### config.mk
export PLATFORM = sky130hd
export DESIGN_NAME = pc_sequencer_rv32i
export DESIGN_NICKNAME = d
export VERILOG_FILES = /design/src/rtl/pc_sequencer_rv32i.sv
export SDC_FILE = /design/constraint.sdc
export NUM_CORES = 1
export LEC_CHECK = 0
export CAP_MARGIN = 20
export CORE_UTILIZATION = 40
export CTS_BUF_LIST = sky130_fd_sc_hd__clkbuf_16
export DETAILED_ROUTE_END_ITERATION = 6
export PLACE_DENSITY = 0.75
export SLEW_MARGIN = 20
export SYNTH_ARGS = -nofsm -noshare
export SYNTH_HDL_FRONTEND = slang
export SYNTH_SLANG_ARGS = --single-unit
### constraint.sdc
create_clock -name clk -period 1.6 [get_ports clk]
set_input_delay 0.32 -clock clk [delete_from_list [all_inputs] [get_ports clk]]
set_output_delay 0.32 -clock clk [all_outputs]
set_load 0.01 [all_outputs]
### src/rtl/pc_sequencer_rv32i.sv
// RV32I fetch sequencer: holds the next fetch PC, issues one instruction-memory
// request at a time, and presents the returned word to decode with its address.
module pc_sequencer_rv32i #(
  parameter logic [31:0] RESET_PC = 32'h0000_0000
) (
  input  logic        clk,
  input  logic        rst_n,
  input  logic        run,
  input  logic        redirect,
  input  logic [31:0] redirect_pc,
  output logic        if_req,
  output logic [31:0] if_addr,
  input  logic        if_ack,
  input  logic        if_rvalid,
  input  logic [31:0] if_rdata,
  output logic        inst_valid,
  output logic [31:0] inst,
  output logic [31:0] inst_pc,
  input  logic        inst_ready,
  output logic [31:0] pc,
  output logic [1:0]  state
);

  // Handshakes: a fetch is accepted when if_req && if_ack; an instruction
  // moves to decode when inst_valid && inst_ready. if_rvalid is honoured
  // only in WAIT.
  typedef enum logic [1:0] {
    IDLE = 2'b00,
    REQ  = 2'b01,
    WAIT = 2'b10,
    HOLD = 2'b11
  } state_t;

  state_t      state_q, state_d;
  logic [31:0] pc_q, pc_d;
  logic [31:0] cap_q, cap_d;
  logic [31:0] inst_q, inst_d;
  logic [31:0] inst_pc_q, inst_pc_d;
  logic        discard_q, discard_d;
  state_t      resume;

  always_ff @(posedge clk or negedge rst_n) begin
    if (!rst_n) begin
      state_q   <= IDLE;
      pc_q      <= RESET_PC;
      cap_q     <= 32'h0;
      inst_q    <= 32'h0;
      inst_pc_q <= 32'h0;
      discard_q <= 1'b0;
    end else begin
      state_q   <= state_d;
      pc_q      <= pc_d;
      cap_q     <= cap_d;
      inst_q    <= inst_d;
      inst_pc_q <= inst_pc_d;
      discard_q <= discard_d;
    end
  end

  always_comb begin
    state_d   = state_q;
    pc_d      = pc_q;
    cap_d     = cap_q;
    inst_d    = inst_q;
    inst_pc_d = inst_pc_q;
    discard_d = discard_q;
    resume    = run ? REQ : IDLE;

    case (state_q)
      IDLE: begin
        if (run) state_d = REQ;
      end
      REQ: begin
        if (if_ack) begin
          state_d = WAIT;
          cap_d   = pc_q;
          pc_d    = pc_q + 32'd4;
          // The in-flight word belongs to the old path once redirected.
          if (redirect) discard_d = 1'b1;
        end
      end
      WAIT: begin
        if (if_rvalid) begin
          if (discard_q || redirect) begin
            discard_d = 1'b0;
            state_d   = resume;
          end else begin
            inst_d    = if_rdata;
            inst_pc_d = cap_q;
            state_d   = HOLD;
          end
        end else if (redirect) begin
          discard_d = 1'b1;
        end
      end
      HOLD: begin
        if (redirect || inst_ready) state_d = resume;
      end
      default: state_d = IDLE;
    endcase

    // Redirect wins over the sequential +4 step.
    if (redirect) pc_d = {redirect_pc[31:2], 2'b00};
  end

  assign if_req     = (state_q == REQ);
  assign if_addr    = pc_q;
  assign inst_valid = (state_q == HOLD) && !redirect;
  assign inst       = inst_q;
  assign inst_pc    = inst_pc_q;
  assign pc         = pc_q;
  assign state      = state_q;

endmodule

After elaboration in Yosys (flattened, before gate mapping)
Cells that the tools add are included.
{ "totals": {"register_bits": 131, "in_bits": 71, "output_inout_bits": 132, "elab_cells": 44} }
{ "classes": {"n_addsub": 1, "eq_ne": 8, "muxes": 15, "bitwise_logic": 1, "n_reduce_logical": 13} }
{ "op_table": {"columns": ["op", "n"], "rows": [
  ["32-bit two-way mux", 3],
  ["32-bit by 3-bit adder with 32-bit output (second input constant)", 1],
  ["2-bit two-way mux", 5],
  ["2-bit case mux with 4 select lines", 1],
  ["2-bit inequality test (second input constant)", 3],
  ["3-bit AND reduction", 2],
  ["2-bit nonzero test", 3],
  ["1-bit two-way mux", 5],
  ["2-bit equality test (second input constant)", 2],
  ["2-bit AND reduction", 2],
  ["4-bit AND reduction", 1],
  ["3-bit inequality test (second input constant)", 1],
  ["2-bit by 1-bit equality test with 1-bit output (second input constant)", 1],
  ["2-bit zero test", 1],
  ["1-bit logical OR", 2],
  ["2-bit by 1-bit inequality test with 1-bit output (second input constant)", 1],
  ["1-bit case mux with 2 select lines", 1],
  ["1-bit logical AND", 1],
  ["1-bit zero test", 1],
  ["1-bit inverter", 1]
]} }

Logic depth before layout (Yosys ltp)
Gate-level depths: netlist of the first run.
{ "logic_depth": {"ltp_word": 4, "ltp_mapped": 7, "mapped_depth_nobuf": 6} }

Worst setup path after synthesis of the first run
Ideal clock, no wire load.
{ "synth_timing": {"kind": "flip-flop to flip-flop", "start": "reg pc_q[2], in the netlist if_addr[2]", "end": "reg pc_q[22], in the netlist if_addr[22]", "setup_ps": 125, "arrival_time_ps": 1642, "path_slack_ps": -167, "path_stages_with_launch": 7, "period_less_slack_ps": 1767, "cell_sequence": "dfrtp_1 ha_1 nand2_1 nor4_2 nand4_1 xnor2_1 mux2_2"} }
{ "synth_between": {"elab_chain_len": 4} }
{ "synth_rtl": {"columns": ["item", "line_no", "text"], "rows": [
  ["start, declared", "35", "logic [31:0] pc_q, pc_d;"],
  ["start signal, assigned", "52", "pc_q <= pc_d;"],
  ["32-bit by 3-bit adder with 32-bit output", "77", "pc_d = pc_q + 32'd4;"],
  ["32-bit two-way mux", "74", "if (if_ack) begin"],
  ["32-bit two-way mux", "69", "case (state_q)"],
  ["32-bit two-way mux", "103", "if (redirect) pc_d = {redirect_pc[31:2], 2'b00};"]
]} }
Every way passes these cells. The select of a mux whose other input is x is not followed.
A chain may end at the register's enable or synchronous reset.

Worst setup path in the final report of the first run
{ "layout_timing": {"start": "reg state_q[0], in the netlist state[0]", "end": "reg inst_q[26], in the netlist inst[26]"} }
{ "layout_between": {"elab_chain_len": 2} }
{ "layout_rtl": {"columns": ["item", "line_no", "text"], "rows": [
  ["start, declared", "34", "state_t state_q, state_d;"],
  ["start signal, assigned", "51", "state_q <= state_d;"],
  ["2-bit equality test", "69", null],
  ["3-bit AND reduction (no line)", null, null],
  ["end signal, assigned", "54", "inst_q <= inst_d;"],
  ["end, declared", "37", "logic [31:0] inst_q, inst_d;"]
]} }
Every way passes these cells.

==> results of run 1 <==
## layout make-up
cell class,count,area (µm²),share of cell area
inverter,5,18.8,0.00204
timing repair buffer,306,2830,0.309
clock buffer,17,425,0.0463
tap,180,225,0.0245
clock inverter,15,174,0.0189
sequential,125,3150,0.343
multi-input combinational,335,2350,0.256
## critical path: stages (launching register included)
cell     delay (ns)
dfrtp_1        0.41
buf_4          0.15
buf_6          0.12
buf_6          0.11
nor2_4         0.14
nand2_8        0.15
buf_16         0.21
mux2_2         0.28
## cells by family (layout without fill, tap and decap cells)
group	after synthesis	after routing	synth area share
and+or+nand+nor	193	194	0.159
DFF	125	125	0.554
muxes	67	67	0.133
buffers and inverters	65	343	0.0700
AOI/OAI and AO/OA	43	43	0.0443
xor gates and xnor gates	24	24	0.0372
adders and majority gates	1	1	0.00222
other	1	6	0.000664
## cells in the final DEF (no fill, tap or decap), types with 9 or more instances in the layout
cell type and instances:
nand2_1 124, dfrtp_1 106, dlygate4sd2_1 91, buf_4 85
clkdlybuf4s50_1 66, mux2_2 63, clkdlybuf4s15_1 25, clkbuf_16 21
dfrtp_2 19, o21ai_0 15, buf_6 15, xor2_1 14
o21ai_1 13, nand4_1 12, nand3_1 9
## registers in the layout (all words and copies together) (netlist names)
signal,cells
if_addr,30
discard_q,1
cap_q,30
inst,32
state,2
inst_pc,30
## repair_timing
action,4_1_cts,5_1_grt
setup buffers,21,15
hold endpoints to repair,39,0
resized for setup,177,76
setup endpoints to repair,139,103
pin swaps,9,25
hold buffers,1,0
gates cloned,1,8
## power breakdown
part | total (mW) | internal (mW) | switching (mW)
Clock | 3.87 | 2.44 | 1.44
Sequential | 4.93 | 4.34 | 0.590
Combinational | 5.04 | 2.71 | 2.32
Total | 13.8 | 9.49 | 4.35
## per-stage QoR
step           total power, mW  area [µm²]  utilization  setup TNS, ns  cells
3_5_place_dp              9.97        8050        0.582         -23.43    906
5_1_grt                   14.6        9180        0.664          -9.12    983
3_3_place_gp              9.77        8050        0.582         -20.95    906
4_1_cts                   13.5        8750        0.633         -0.451    961
6_report                  13.8        9180        0.664          -5.49    983
2_1_floorplan             7.13        5700            -         -0.174    524
## per-layer routing
layer  part of all wire  track usage  vias up  routed length [µm]
li1                   -            -     2272                   -
met1               0.39        0.253     2407                6610
met2               0.51        0.387      224                8650
met3              0.081       0.0792       44                1390
met4              0.026       0.0934        0                 453
met5                  0            0        -                   0
## worst paths after layout
| path | slack [ns] | endpoint | from |
|---|---|---|---|
| setup / recovery | -0.12 | inst[26] | state[0] |
| setup reg to reg | -0.12 | inst[26] | state[0] |
| min in group clk | 0.41 | if_addr[27] | redirect |
| max in group asynchronous | 0.65 | if_addr[13] | rst_n |
| hold reg to reg | 0.47 | cap_q[18] | cap_q[18] |
| hold / removal | 0.40 | inst_pc[29] | rst_n |
==> impl_metrics.json, run 1 <==
{
  "leakage_nw": 4.56,
  "drtAntennaViolNets": 0,
  "synth_warnings": 0,
  "timing.final.crit_share": 1.07,
  "worst_slack_ns": -0.116,
  "root_buffer": "clkbuf_16",
  "postSynthCellCount": 519,
  "die_w_um": 121,
  "overflow": 0,
  "grt_pass1_vias": 4914,
  "power.density_nw_per_um2": 1510,
  "finClkSkew_ns": 0.00898,
  "post-synth-top-count-cell": "nand2_1",
  "yosysTopAreaCell": "dfrtp_1",
  "crit_arrival_ns": 2.02,
  "wire_per_inst_um": 17.4,
  "cts_tree": "done",
  "clk_latency_ns": 0.43,
  "ys_top_cells_by_count": "nand2_1 (130), dfrtp_1 (125), mux2_2 (64)",
  "port_buffers": 194,
  "path_max_fanout": 20,
  "die_area_um2": 14600,
  "ys_seq_area_frac": 0.554,
  "start_util": 0.408,
  "r2r_cells": 7,
  "maxSlewViolCount": 0,
  "drt_iter0_markers": 203,
  "rsz0062_at_grt": "true",
  "nFillCells": 1051,
  "yosysUniqueCellTypes": 42,
  "synth_flop_cell": "dfrtp_1",
  "cts_made_buffers": 17,
  "period_minus_slack_ns": 1.72,
  "status": "finished, violations left",
  "ir_drop_uv": 771,
  "fp-row-count": 43,
  "async_reset_ff_frac": 1.00,
  "setup_viol": 71,
  "num_io_pins": 203,
  "synth_top_area_frac": 0.554,
  "nNetsFinal": 862,
  "coreArea_um2": 13800,
  "syn2layout_area_growth_pct": 62.6,
  "pre_cts_slack_ns": -0.444,
  "cts_sinks": 125,
  "cts_max_path_buffers": 2,
  "htreeDepth": 4,
  "fmax_ghz": 0.583,
  "antenna_found_initial": 0,
  "hold_viol_final": 0,
  "clk_pin_slew_worst_paths_ns": 0.06,
  "maxCapViolCount": 0,
  "failed_checks": "negative setup slack",
  "drc": 0,
  "hpwl_um": 11000,
  "hold_slack_ns": 0.396,
  "critPathRequiredTime_ns": 1.90,
  "grt_usage": 0.225,
  "hp-class": "input port to async pin",
  "grt_max_degree": 44,
  "drive_gt1_frac": 0.341,
  "num_vias": 4947,
  "crit_path_end_kind": "flop",
  "die_y_um": 121,
  "synth_area_per_cell_um2": 10.9,
  "vias_per_cell": 5.03,
  "ys_top_cells_by_area": "dfrtp_1 (55%), mux2_2 (13%), nand2_1 (8.6%)",
  "grt_pass1_wl_um": 24700,
  "critical_path_class": "flop to flop",
  "drt_first_pass_iters": 4,
  "postRouteWirelength_um": 17100,
  "startpoint_type": "flop",
  "ys_ff_latch": 125,
  "synth_edf_count": 0,
  "n_antenna_cell": 0,
  "synth_area_um2": 5650,
  "gp_congestion": 0.779
}
Note: power is estimated with default switching activity, not from simulation.
==> run 2, diff against run 1 <==
Settings changed: CORE_UTILIZATION 40 to 43, PLACE_DENSITY 0.75 to 0.76.
Clock period 1.6 ns to 1.7 ns, I/O delays scaled along.
==> run 2 against run 1 <==
The run now ends clean; global-route usage is 0.78 points higher; core utilization grew 2.3 points; worst hold slack better by 0.023 ns; largest power group is now registers; combinational power shrank 8.3%; maximum frequency rose by 1.4%; worst setup slack better by 0.12 ns; register-to-register slack improved by 0.12 ns; sequential share of layout area up 1.6 points; sequential cell count stayed put; first-iteration DRC count increased by 0.49%.
==> impl_metrics.json, run 2 (synthesis gave the netlist of run 1 again) <==
{
  "startpoint_type": "flop",
  "drtAntennaViolNets": 0,
  "tns_ns": 0,
  "hpwl_um": 10700,
  "critPathRequiredTime_ns": 2.00,
  "final_cell_mix": "nand2_1 (126), clkdlybuf4s50_1 (123), dfrtp_1 (118)",
  "crit_path_end_kind": "flop",
  "nFillCells": 985,
  "die_y_um": 117,
  "hold_slack_ns": 0.419,
  "power.density_nw_per_um2": 1480,
  "wire_per_inst_um": 16.5,
  "dr_wl_met3_um": 1210,
  "drt_first_pass_iters": 4,
  "final_common_cell": "nand2_1",
  "htreeDepth": 4,
  "start_util": 0.444,
  "n_antenna_cell": 0,
  "syn2layout_area_growth_pct": 54.8,
  "finClkSkew_ns": 0.0102,
  "grt_pass1_wl_um": 23600,
  "hold_viol_final": 0,
  "grt_usage": 0.233,
  "top_layer_used": "met4",
  "clk_latency_ns": 0.41,
  "antenna_found_initial": 0,
  "critical_path_class": "flop to flop",
  "worst_slack_ns": 0.00717,
  "cts_max_path_buffers": 2,
  "timing.final.crit_share": 0.996,
  "grt_pass1_vias": 4772,
  "wl_met1_um": 6320,
  "drive_gt1_frac": 0.259,
  "ir_drop_uv": 955,
  "finalPower_mw": 12.9,
  "root_buffer": "clkbuf_16",
  "overflow": 0,
  "leakage_nw": 4.28,
  "vias_per_cell": 4.95,
  "fp-row-count": 41,
  "setup_viol": 0,
  "maxCapViolCount": 0,
  "cts_sinks": 125,
  "drt_iter0_markers": 204,
  "maxSlewViolCount": 0,
  "coreArea_um2": 12700,
  "crit_arrival_ns": 1.99,
  "hp-class": "input port to async pin",
  "gp_congestion": 0.818,
  "num_io_pins": 203,
  "status": "finished clean",
  "num_vias": 4622,
  "period_minus_slack_ns": 1.69,
  "nNetsFinal": 821,
  "die_w_um": 117,
  "cts_made_buffers": 17,
  "drc": 0,
  "largest_reg_flops": 32,
  "port_buffers": 194,
  "clk_pin_slew_worst_paths_ns": 0.05,
  "grt_max_degree": 63,
  "fmax_ghz": 0.591,
  "cts_tree": "done",
  "pre_cts_slack_ns": -0.325,
  "path_max_fanout": 4,
  "rsz0062_at_grt": "true",
  "postRouteWirelength_um": 15400,
  "met2_length_um": 7760,
  "die_area_um2": 13600
}
run 2: path summary, 6_finish.rpt:
kind / startpoint / end / slack [ns] / depth (start not counted)
worst max-delay path: if_addr[9] / if_addr[27] / 0.007 / 7
worst min-delay path: rst_n / inst[1] / 0.42 / 2
worst max register to register: if_addr[9] / if_addr[27] / 0.007 / 7
worst min register to register: cap_q[23] / cap_q[23] / 0.47 / 2
max in group asynchronous: rst_n / inst[22] / 0.66 / 3
min in group clk: cap_q[23] / cap_q[23] / 0.47 / 2
run 2: through the flow:
step / util / cells / area [µm²]
detailed placement: 0.623 / 884 / 7920
CTS: 0.676 / 930 / 8590
global route: 0.687 / 934 / 8740
global placement: 0.623 / 884 / 7920
finish: 0.687 / 934 / 8740
floorplan: - / 524 / 5670
run 2: cell type report:
type	count	area, µm²	area share
multi-input combinational	334	2250	0.258
inverter	5	18.8	0.00215
timing repair buffer	266	2510	0.287
tap	172	215	0.0246
clock buffer	17	425	0.0487
clock inverter	15	179	0.0205
sequential	125	3140	0.359
run 2: worst max-delay path, stage by stage (launching register included):
cell     delay, ns
dfrtp_1       0.35
buf_4         0.12
and4_4        0.22
nand4_4       0.12
nor4_4        0.40
buf_4         0.19
xnor2_2       0.10
o21ai_1       0.07
run 2: repair_timing:
action	4_1_cts	5_1_grt
hold buffers	1	0
setup endpoints to repair	68	68
endpoints found under the hold margin	39	0
pin swaps	3	11
gates resized for setup	71	39
setup buffers	13	4
run 2: routing by layer:
metal,vias up,GRT usage
li1,2178,-
met3,10,0.0773
met1,2246,0.263
met2,188,0.412
met4,0,0.0785
met5,-,0
run 2: power by group:
group | total, mW | internal (mW) | switching, mW
combinational | 4.62 | 2.63 | 1.99
clock | 3.67 | 2.42 | 1.26
sequential | 4.66 | 4.08 | 0.575
total | 12.9 | 9.13 | 3.82
